<file path="src/rtl/display_pkg.sv">
// Shared definitions for the rotating LED display datapath.
package display_pkg;

  localparam int unsigned DEFAULT_NR_COL = 128;

  typedef enum logic [1:0] {
    STATE_IDLE    = 2'd0,
    STATE_ACQUIRE = 2'd1,
    STATE_RUN     = 2'd2
  } state_t;

endpackage

</file>
<file path="src/rtl/plus1.sv">
// Incrementer shared by the revolution counter and the column index.
module plus1 #(
  parameter int unsigned WIDTH = 8
) (
  input  logic [WIDTH-1:0] i_a,
  output logic [WIDTH-1:0] o_y
);

  assign o_y = i_a + WIDTH'(1);

endmodule

</file>
<file path="src/rtl/sensor_sync.sv">
// Two-flop synchroniser for the raw sync sensor plus a one-cycle rise pulse.
module sensor_sync (
  input  logic clock,
  input  logic reset,
  input  logic i_sensor,
  output logic o_rise_c
);

  logic r_sync1;
  logic r_sync2;
  logic r_dly;

  // Metastability filter followed by a delay flop for edge detection.
  always_ff @(posedge clock) begin
    if (reset) begin
      r_sync1 <= 1'b0;
      r_sync2 <= 1'b0;
      r_dly   <= 1'b0;
    end else begin
      r_sync1 <= i_sensor;
      r_sync2 <= r_sync1;
      r_dly   <= r_sync2;
    end
  end

  assign o_rise_c = r_sync2 & ~r_dly;

endmodule

</file>
<file path="src/rtl/column_sequencer.sv">
// Turns the rotation sync sensor into a revolution period (divider numerator)
// and steps a column index with one-cycle strobes using the divider quotient.
// Optional feature: define SYNC_TIMEOUT_EN to drop back to IDLE when the
// revolution counter saturates while acquiring or running.
module column_sequencer
  import display_pkg::*;
#(
  parameter int unsigned WIDTH      = 24,
  parameter int unsigned NR_COL     = DEFAULT_NR_COL,
  parameter int unsigned COL_WIDTH  = 7,
  parameter int unsigned MIN_PERIOD = 64
) (
  input  logic                 clock,
  input  logic                 reset,
  input  logic                 sensor,
  input  logic [WIDTH-1:0]     quotient,
  output logic [WIDTH-1:0]     period,
  output logic [WIDTH-1:0]     denominator,
  output logic [COL_WIDTH-1:0] column,
  output logic                 column_strobe,
  output logic                 frame_start,
  output logic                 locked
);

  localparam logic [WIDTH-1:0]     CNT_MAX  = '1;
  localparam logic [WIDTH-1:0]     MIN_P    = WIDTH'(MIN_PERIOD);
  localparam logic [WIDTH-1:0]     TICK_ONE = WIDTH'(1);
  localparam logic [COL_WIDTH-1:0] LAST_COL = COL_WIDTH'(NR_COL - 1);

  state_t               r_state;
  logic [WIDTH-1:0]     r_cnt;
  logic [WIDTH-1:0]     r_tick;

  logic                 w_rise;
  logic [WIDTH-1:0]     w_cnt_inc;
  logic [WIDTH-1:0]     w_cnt_sat;
  logic [WIDTH-1:0]     w_load;
  logic [COL_WIDTH-1:0] w_col_inc;
  logic                 w_accept;
  logic                 w_timeout;

  sensor_sync u_sensor_sync (
    .clock    (clock),
    .reset    (reset),
    .i_sensor (sensor),
    .o_rise_c (w_rise)
  );

  plus1 #(.WIDTH(WIDTH)) u_cnt_inc (
    .i_a (r_cnt),
    .o_y (w_cnt_inc)
  );

  plus1 #(.WIDTH(COL_WIDTH)) u_col_inc (
    .i_a (column),
    .o_y (w_col_inc)
  );

  // Saturated cnt+1 is both the glitch-filter metric and the recorded period.
  assign w_cnt_sat = (r_cnt == CNT_MAX) ? CNT_MAX : w_cnt_inc;
  assign w_accept  = w_rise & ((r_state == STATE_IDLE) | (w_cnt_sat >= MIN_P));
  assign w_load    = (quotient == '0) ? TICK_ONE : quotient;

  // Loss of sync: counter about to saturate without a fresh revolution mark.
`ifdef SYNC_TIMEOUT_EN
  assign w_timeout = (r_state != STATE_IDLE) & (w_cnt_sat == CNT_MAX) & ~w_accept;
`else
  assign w_timeout = 1'b0;
`endif

  assign denominator = WIDTH'(NR_COL);

  // Revolution FSM, period measurement and column stepping.
  always_ff @(posedge clock) begin
    if (reset) begin
      r_state       <= STATE_IDLE;
      r_cnt         <= '0;
      r_tick        <= '0;
      period        <= '0;
      column        <= '0;
      column_strobe <= 1'b0;
      frame_start   <= 1'b0;
      locked        <= 1'b0;
    end else begin
      column_strobe <= 1'b0;
      frame_start   <= 1'b0;
      r_cnt         <= w_accept ? '0 : w_cnt_sat;

      if (w_timeout) begin
        r_state <= STATE_IDLE;
        locked  <= 1'b0;
        column  <= '0;
        period  <= '0;
      end else begin
        case (r_state)
          STATE_IDLE: begin
            if (w_accept) r_state <= STATE_ACQUIRE;
          end
          STATE_ACQUIRE, STATE_RUN: begin
            if (w_accept) begin
              r_state       <= STATE_RUN;
              locked        <= 1'b1;
              period        <= w_cnt_sat;
              column        <= '0;
              column_strobe <= 1'b1;
              frame_start   <= 1'b1;
              r_tick        <= w_load;
            end else if (r_state == STATE_RUN) begin
              if (r_tick == TICK_ONE) begin
                // Last column holds until the next sync; no wrap.
                if (column != LAST_COL) begin
                  column        <= w_col_inc;
                  column_strobe <= 1'b1;
                  r_tick        <= w_load;
                end
              end else begin
                r_tick <= r_tick - TICK_ONE;
              end
            end
          end
          default: begin
            r_state <= STATE_IDLE;
          end
        endcase
      end
    end
  end

endmodule
</file>
<file path="config.mk">
export PLATFORM = sky130hd
export DESIGN_NAME = column_sequencer
export DESIGN_NICKNAME = d
export VERILOG_FILES = /design/src/rtl/display_pkg.sv /design/src/rtl/plus1.sv /design/src/rtl/sensor_sync.sv /design/src/rtl/column_sequencer.sv
export SDC_FILE = /design/constraint.sdc
export NUM_CORES = 1
export LEC_CHECK = 0
export BUFFER_PORTS_ARGS = -buffer_cell sky130_fd_sc_hd__buf_2
export CORE_ASPECT_RATIO = 0.7
export CORE_MARGIN = 4
export CORE_UTILIZATION = 45
export CTS_CLUSTER_SIZE = 20
export DETAILED_ROUTE_END_ITERATION = 12
export MAX_ROUTING_LAYER = met4
export PLACE_DENSITY = 0.69
export REMOVE_ABC_BUFFERS = 1
export SLEW_MARGIN = 5
export SYNTH_ARGS = -nofsm -noshare
export SYNTH_HDL_FRONTEND = slang
export SYNTH_HIERARCHICAL = 1
export SYNTH_SLANG_ARGS = --single-unit
</file>
<file path="constraint.sdc">
create_clock -name clock -period 2.9 [get_ports clock]
set_input_delay 0.435 -clock clock [delete_from_list [all_inputs] [get_ports clock]]
set_output_delay 0.435 -clock clock [all_outputs]
set_load 0.03 [all_outputs]
</file>
==> key figures, run 1 <==
CTS
  – TritonCTS buffer count: 9
  – CTS H-tree lvls: 3
  – Hold buffer count at cts: 0
  – Root Buffer: clkbuf_16
  – Sink Count: 87
  – CTS tree: yes
  – CTS clock-pin slew for the worst setup and hold paths: about 0.060 ns
  – CTS max path bufs: 2
  – Clk_lat worst skew: between 0.3 and 0.4 ns

Pwr
  – Max rail drop VDD: roughly 0.00037 V
  – P per Cell Area: between 600 and 700 nW/um^2
  – P_leak: around 0.0028 uW

STA
  – Final slew viol count: 0
  – FMAX: roughly 0.30 GHz
  – Post-route worst setup slack: -0.415 ns
  – Count of final setup violators: 79
  – Period Utilization, post-route: 114%
  – Final Hold Fails: 0
  – Rel. slew slack: between 50% and 60%
  – Clock Skew: between 0.005 and 0.006 ns
  – Worst-margin pin slew: approximately 0.67 ns
  – RSZ-0062 raised after global routing: true
  – Fin crit period: between 3 and 4 ns

Place
  – Port Buf Inserts: 60
  – Final Wtd Congestion: ~0.94
  – Post-DP HPWL: between 8000 and 9000 microns
  – Placed Cells incl. Taps: 766

Route
  – Vias per cell: 5.74
  – DR WL/cell: ~18 microns
  – Initial drt markers: ~540
  – Vias after detailed routing: around 4,700
  – # DRC: 0
  – 1st-pass router iterations: 5
  – Antenna Nets Post-Route: 0
  – Drt total wl: 14,800 microns

Global routing
  – First-pass GRT wire length: between 20,000 and 25,000 microns
  – Gr usage total: 22.0%
  – Largest net degree at the start of global routing: 29
  – Vias in the first global route: roughly 4,100
  – Initial antenna violation count: 0
  – Grt ovf: 0

Cells and area
  – Seq. cell area: roughly 1800 sq um
  – Layout cells sized above 1: around 39%
  – Number of diodes: 0
  – Area occupied by multi-input gates: 3040 sq um
  – Final layout net count: between 700 and 800
  – Fin util: between 60% and 70%
  – Layout area overhead: 42.8%
  – Final Instance Count excl. Fillers: around 800
  – Filler cells: about 750

Worst setup path
  – Crit path DAT: around 3.5 ns
  – CP required: between 3 and 4 ns
  – CP Capture Type: flop
  – Critical path type: reg -> reg
  – CP startpoint kind: flop
  – CP Max Fanout: 16

Yosys
  – Count of cell types in the netlist: 55
  – Post-Syn Area per Cell: 8.38 sq um
  – Flops & latches, synth: 87
  – Mux cell area share after synthesis: roughly 3.9%
  – Ys flop type: dfxtp_1
  – Compound-cell area share of the yosys netlist: ~17%
  – Leading area contributor after synthesis: dfxtp_1
  – Sequential area share after synthesis: between 30% and 40%
  – Largest cells by area after synthesis: dfxtp_1 38%, nor2_1 8.0%, a211oi_1 4.5%
  – Synthesized cell area: roughly 4600 sq um
  – Combinational family with the most area after synthesis: simple AND/OR/NAND/NOR gates
  – Top-area cell type share of the netlist area: roughly 38%
  – Synth Area in Simple Gates: ~25%
  – Synth Area in XOR/XNOR: about 5.1%
  – Syn Inst Count: 553
  – Post-Synth Adder-Cell Area: ~1.9%
  – Post-synth EDFFs: 0
  – Post-synth top cells: 99 x nor2_1, 87 x dfxtp_1, 28 x a211oi_1, 28 x nand2_1, 27 x buf_4
  – Count leader, synth: nor2_1
  – Synth Warn #: 6
  – Ys async rst share: 0%

Outcome
  – Outcome: complete, but fails checks
  – Failing checks: setup timing

Die
  – I/O pin count: between 80 and 90
  – Die W: roughly 130 microns
  – Chip Height: 92.9 microns
  – Full die area: 12,000 sq um
  – Initial Utilization: 46.9%
  – # rows: 30
  – CORE AREA: 9870 sq um

Flow run
  – Max-cap violations: 0

Worst hold path
  – Worst min-delay path class: in -> reg
==> power breakdown <==
| group | total [uW] | switching [uW] | internal, uW |
|---|---|---|---|
| sequential | 1340 | 69.2 | 1270 |
| combinational | 1880 | 1060 | 820 |
| clock | 1210 | 466 | 739 |
==> worst paths after layout <==
| path | from | end | slack (ns) | cells after the start |
|---|---|---|---|---|
| hold / removal | sensor | u_sensor_sync/r_sync1 | 0.33 | 2 |
| hold reg to reg | u_sensor_sync/r_sync1 | u_sensor_sync/r_sync2 | 0.44 | 1 |
| setup reg to reg | r_cnt[3] | r_tick[20] | -0.42 | 11 |
| setup / recovery | r_cnt[3] | r_tick[20] | -0.42 | 11 |
==> per-layer routing <==
layer | global-route usage (%) | up-vias | part of all wire [%]
met2 | 29.5 | 254 | 44
met3 | 5.48 | 26 | 8.4
met5 | - | - | 0
li1 | - | 2192 | -
met4 | 6.82 | 0 | 1.9
met1 | 32.1 | 2225 | 46
==> sequential cells by signal, indices dropped and copies added, names as in the netlist <==
register               cells
period                    24
frame_start                1
column                     7
r_cnt                     24
u_sensor_sync/r_dly        1
column_strobe              1
locked                     1
r_tick                    24
u_sensor_sync/r_sync2      1
r_state                    2
u_sensor_sync/r_sync1      1
==> what timing repair did <==
action,CTS,global route
pin swaps,8,28
buffers inserted,12,16
cloned,4,6
setup endpoints to repair,56,57
endpoints found under the hold margin,0,0
resized for setup,34,105
==> cell type report <==
cell class | count | share of cell area [%]
repair buffers | 151 | 18.9
flip-flops and latches | 87 | 26.6
multi-input cells | 413 | 46.0
inverters | 24 | 1.36
clock inverters | 2 | 0.568
well taps | 128 | 2.42
clock buffers | 14 | 4.14
==> metrics by stage <==
step / setup slack, ns / setup TNS [ns] / hold slack (ns) / power (uW) / instance area [sq um]
after floorplan: -1.26 / -58.08 / 0.414 / 2300 / 4370
after global placement: -0.177 / -6.36 / 0.435 / 2670 / 5320
after detailed placement: -0.382 / -12.33 / 0.428 / 2700 / 5320
after CTS: -0.0724 / -0.597 / 0.314 / 4040 / 5950
after global routing: -0.507 / -23.74 / 0.330 / 4630 / 6610
final: -0.415 / -12.48 / 0.330 / 4430 / 6610
==> kinds of logic after synthesis <==
| family | count (synthesis) |
|---|---|
| adder cells (fa/ha/maj) | 7 |
| XOR/XNOR | 27 |
| other | 2 |
| multiplexers | 18 |
| AO/OA/AOI/OAI | 100 |
| buffers and inverters | 79 |
| AND/OR/NAND/NOR | 233 |
| flip-flops | 87 |
==> layout by cell type, fill, tap and decap left out, types with 4 or more instances in the layout <==
| cell type | instances |
|---|---|
| a211oi_1 | 19 |
| a211oi_2 | 9 |
| a21oi_1 | 23 |
| a221oi_2 | 5 |
| and3_1 | 6 |
| buf_12 | 7 |
| buf_2 | 60 |
| buf_4 | 62 |
| buf_6 | 13 |
| clkbuf_16 | 13 |
| conb_1 | 24 |
| dfxtp_1 | 77 |
| dfxtp_2 | 8 |
| ha_1 | 6 |
| inv_1 | 24 |
| mux2i_1 | 13 |
| mux2i_2 | 4 |
| nand2_1 | 27 |
| nand3_1 | 9 |
| nand3_2 | 4 |
| nand4_1 | 26 |
| nor2_1 | 78 |
| nor2_2 | 7 |
| nor2_4 | 19 |
| nor2b_1 | 4 |
| nor3_1 | 13 |
| nor4_1 | 12 |
| o21ai_0 | 4 |
| o21ai_1 | 7 |
| o32ai_1 | 11 |
| or3_1 | 4 |
| xnor2_1 | 13 |
| xnor2_2 | 8 |
| xor2_1 | 5 |
==> worst max-delay path: stages (launching register included) <==
cell	delay (ns)
dfxtp_1	0.38
nand3_2	0.12
nor3_4	0.30
nand3_2	0.16
xnor2_2	0.16
or4_4	0.55
nor4_4	0.27
o211ai_2	0.25
buf_4	0.20
a21o_4	0.30
o21a_1	0.22
o32ai_1	0.28
No activity file was read; power rests on OpenSTA's default activity.
==> inputs of run 2 (changes only) <==
BUFFER_PORTS_ARGS = not set   (was -buffer_cell sky130_fd_sc_hd__buf_2)
DONT_BUFFER_PORTS = 1   (was not set)
PLACE_DENSITY = not set   (was 0.69)
==> key figures, run 2 (synthesis results as in run 1) <==
Outcome
  – Outcome: complete, but fails checks
  – Failing checks: setup timing

Worst setup path
  – CP Capture Type: flop
  – CP max-delay cell: or4_4
  – Critical path cell sequence: nand4_1 -> nor3_4 -> nand4_1 -> xnor2_2 -> or4_4 -> nor4_4 -> o211ai_2 -> a21oi_4 -> buf_12 -> buf_8 -> mux2i_2 -> o32ai_2
  – R2R cell count: 12 (+1)
  – CP startpoint kind: flop
  – Max incr delay on CP: 0.54 ns (about the same)
  – CP Max Fanout: 7 (-9)
  – R2R setup slack: -0.22 ns (+0.20 ns)
  – Crit path DAT: 3.33 ns (-0.21 ns)
  – Worst path top cell family by delay: simple AND/OR/NAND/NOR gates
  – Reg2reg start: r_cnt[7]
  – Critical path startpoint: r_cnt[7]
  – CP required: 3.12 ns (about the same)
  – Crit path to: r_tick[6]
  – R2R Path End: r_tick[6]
  – Worst path depth: 12 (+1)
  – CP bufs+invs: 2 (+1)
  – Critical path type: reg -> reg
  – Most Frequent Cell on Critical Path: nand4_1

CTS
  – TritonCTS buffer count: 9 (unchanged)
  – CTS clock-pin slew for the worst setup and hold paths: 0.06 ns (about the same)
  – CTS max path bufs: 2 (unchanged)
  – CTS H-tree lvls: 3 (unchanged)
  – CTS tree: yes
  – Root Buffer: clkbuf_16
  – Sink Count: 87 (unchanged)
  – Clk_lat worst skew: 0.35 ns (about the same)

STA
  – Count of final setup violators: 77 (-2.5%)
  – Final Hold Fails: 0 (unchanged)
  – RSZ-0062 raised after global routing: true
  – Rel. slew slack: 34.1% (-21 points)
  – Fin crit period: 3.12 ns (-0.198 ns)
  – Clock Skew: 0.00730 ns (+0.00150 ns)
  – Setup TNS Final: -5.39 ns (+7.10 ns)
  – Final slew viol count: 0 (unchanged)
  – FMAX: 0.321 GHz (+6.4%)
  – Worst-margin pin slew: 0.986 ns (+0.315 ns)
  – WHS: 0.154 ns (-0.176 ns)
  – Post-route worst setup slack: -0.217 ns (+0.198 ns)
  – Period Utilization, post-route: 107% (-6.8 points)

Die
  – Initial Utilization: 46.9% (unchanged)
  – # rows: 30 (unchanged)
  – I/O pin count: 85 (unchanged)
  – Die W: 129 microns (unchanged)
  – Full die area: 12,000 sq um (unchanged)
  – CORE AREA: 9870 sq um (unchanged)
  – Chip Height: 92.9 microns (unchanged)

Global routing
  – Vias in the first global route: 4,032 (-1.3%)
  – First-pass GRT wire length: 20,900 microns (+0.90%)
  – Largest net degree at the start of global routing: 66 (+130%)
  – Grt ovf: 0 (unchanged)
  – Gr usage total: 22.4% (+0.41 points)
  – Initial antenna violation count: 0 (unchanged)

Pwr
  – P per Cell Area: 694 nW/um^2 (+3.7%)
  – P_leak: 0.00240 uW (-14%)
  – Max rail drop VDD: 0.000405 V (+11%)

Cells and area
  – Final layout net count: 661 (-8.2%)
  – Number of diodes: 0 (unchanged)
  – Final Instance Area: 6370 sq um (-3.7%)
  – Most common library cell in the layout ignoring fill and taps: dfxtp_1
  – Seq. cell area: 1750 sq um (-0.50%)
  – Most frequent cells in the layout: 80 x dfxtp_1, 66 x buf_4, 54 x nor2_1
  – Filler cells: 770 (+3.4%)
  – Largest registers: period (24), r_cnt (24), r_tick (24)
  – Layout cells sized above 1: 38.8% (about the same)
  – Layout area overhead: 37.4%
  – Area occupied by multi-input gates: 3190 sq um (+4.9%)

Worst hold path
  – Worst min-delay path class: in -> reg

Route
  – Antenna Nets Post-Route: 0 (unchanged)
  – 1st-pass router iterations: 5 (unchanged)
  – Vias per cell: 5.81 (+1.2%)
  – Drt total wl: 14,600 microns (-1.7%)
  – # DRC: 0 (unchanged)
  – Initial drt markers: 373 (-30%)
  – DR WL/cell: 19.2 microns (+5.9%)
  – Vias after detailed routing: 4,413 (-6.0%)

Place
  – Placed Area: 5070 sq um (-4.8%)
  – Post-DP HPWL: 8650 microns (+1.3%)
  – Final Wtd Congestion: 0.944 (about the same)
  – Port Buf Inserts: 0 (-100%)

Flow run
  – Max-cap violations: 0 (unchanged)
## run 2: how the worst min path moves through the flow
stage / cells after the start / slack [ns] / end / start
after detailed placement: 1 / 0.43 / u_sensor_sync/r_sync2 / u_sensor_sync/r_sync1
final: 1 / 0.15 / period[0] / reset
after global routing: 1 / 0.14 / period[4] / reset
after floorplan: 1 / 0.41 / u_sensor_sync/r_sync2 / u_sensor_sync/r_sync1
after CTS: 1 / 0.15 / r_tick[15] / reset
after global placement: 1 / 0.43 / u_sensor_sync/r_sync2 / u_sensor_sync/r_sync1
## run 2: per-layer routing
metal  vias up  track usage [%]  share of wire [%]  routed length (microns)
li1       2089                -                  -                        -
met1      2075             32.2                 47                     6800
met2       229             29.7                 42                     6100
met3        20             6.22                 10                     1480
met4         0             7.87                1.4                      197
met5         -                -                  0                        0
## run 2: area by class of cell
cell class	count	area share, %
multi-input cells	416	50.1
flip-flops and latches	87	27.5
repair buffers	89	13.3
clock buffers	13	4.09
well taps	128	2.52
inverters	24	1.42
clock inverters	3	1.02
## run 2: stage by stage
step / utilization (%) / setup slack (ns) / std cells / total power [uW]
after global placement: 51.3 / -0.201 / 712 / 2600
after floorplan: - / -1.26 / 520 / 2300
after detailed placement: 51.3 / -0.287 / 712 / 2640
after CTS: 57.6 / -0.132 / 748 / 4100
final: 64.5 / -0.217 / 760 / 4420
after global routing: 64.5 / -0.323 / 760 / 4620
## run 2: timing repair
item | in CTS | in global routing
gates cloned | 4 | 9
hold buffers | 0 | 0
gates resized for setup | 27 | 144
setup buffers | 16 | 5
pin swaps | 20 | 68
setup endpoints to repair | 56 | 83
## run 2: report_power, final
part	total [uW]	internal (uW)	switching, uW
Combinational	1750	739	1010
Clock	1290	802	489
Sequential	1380	1270	112
Total	4420	2810	1610
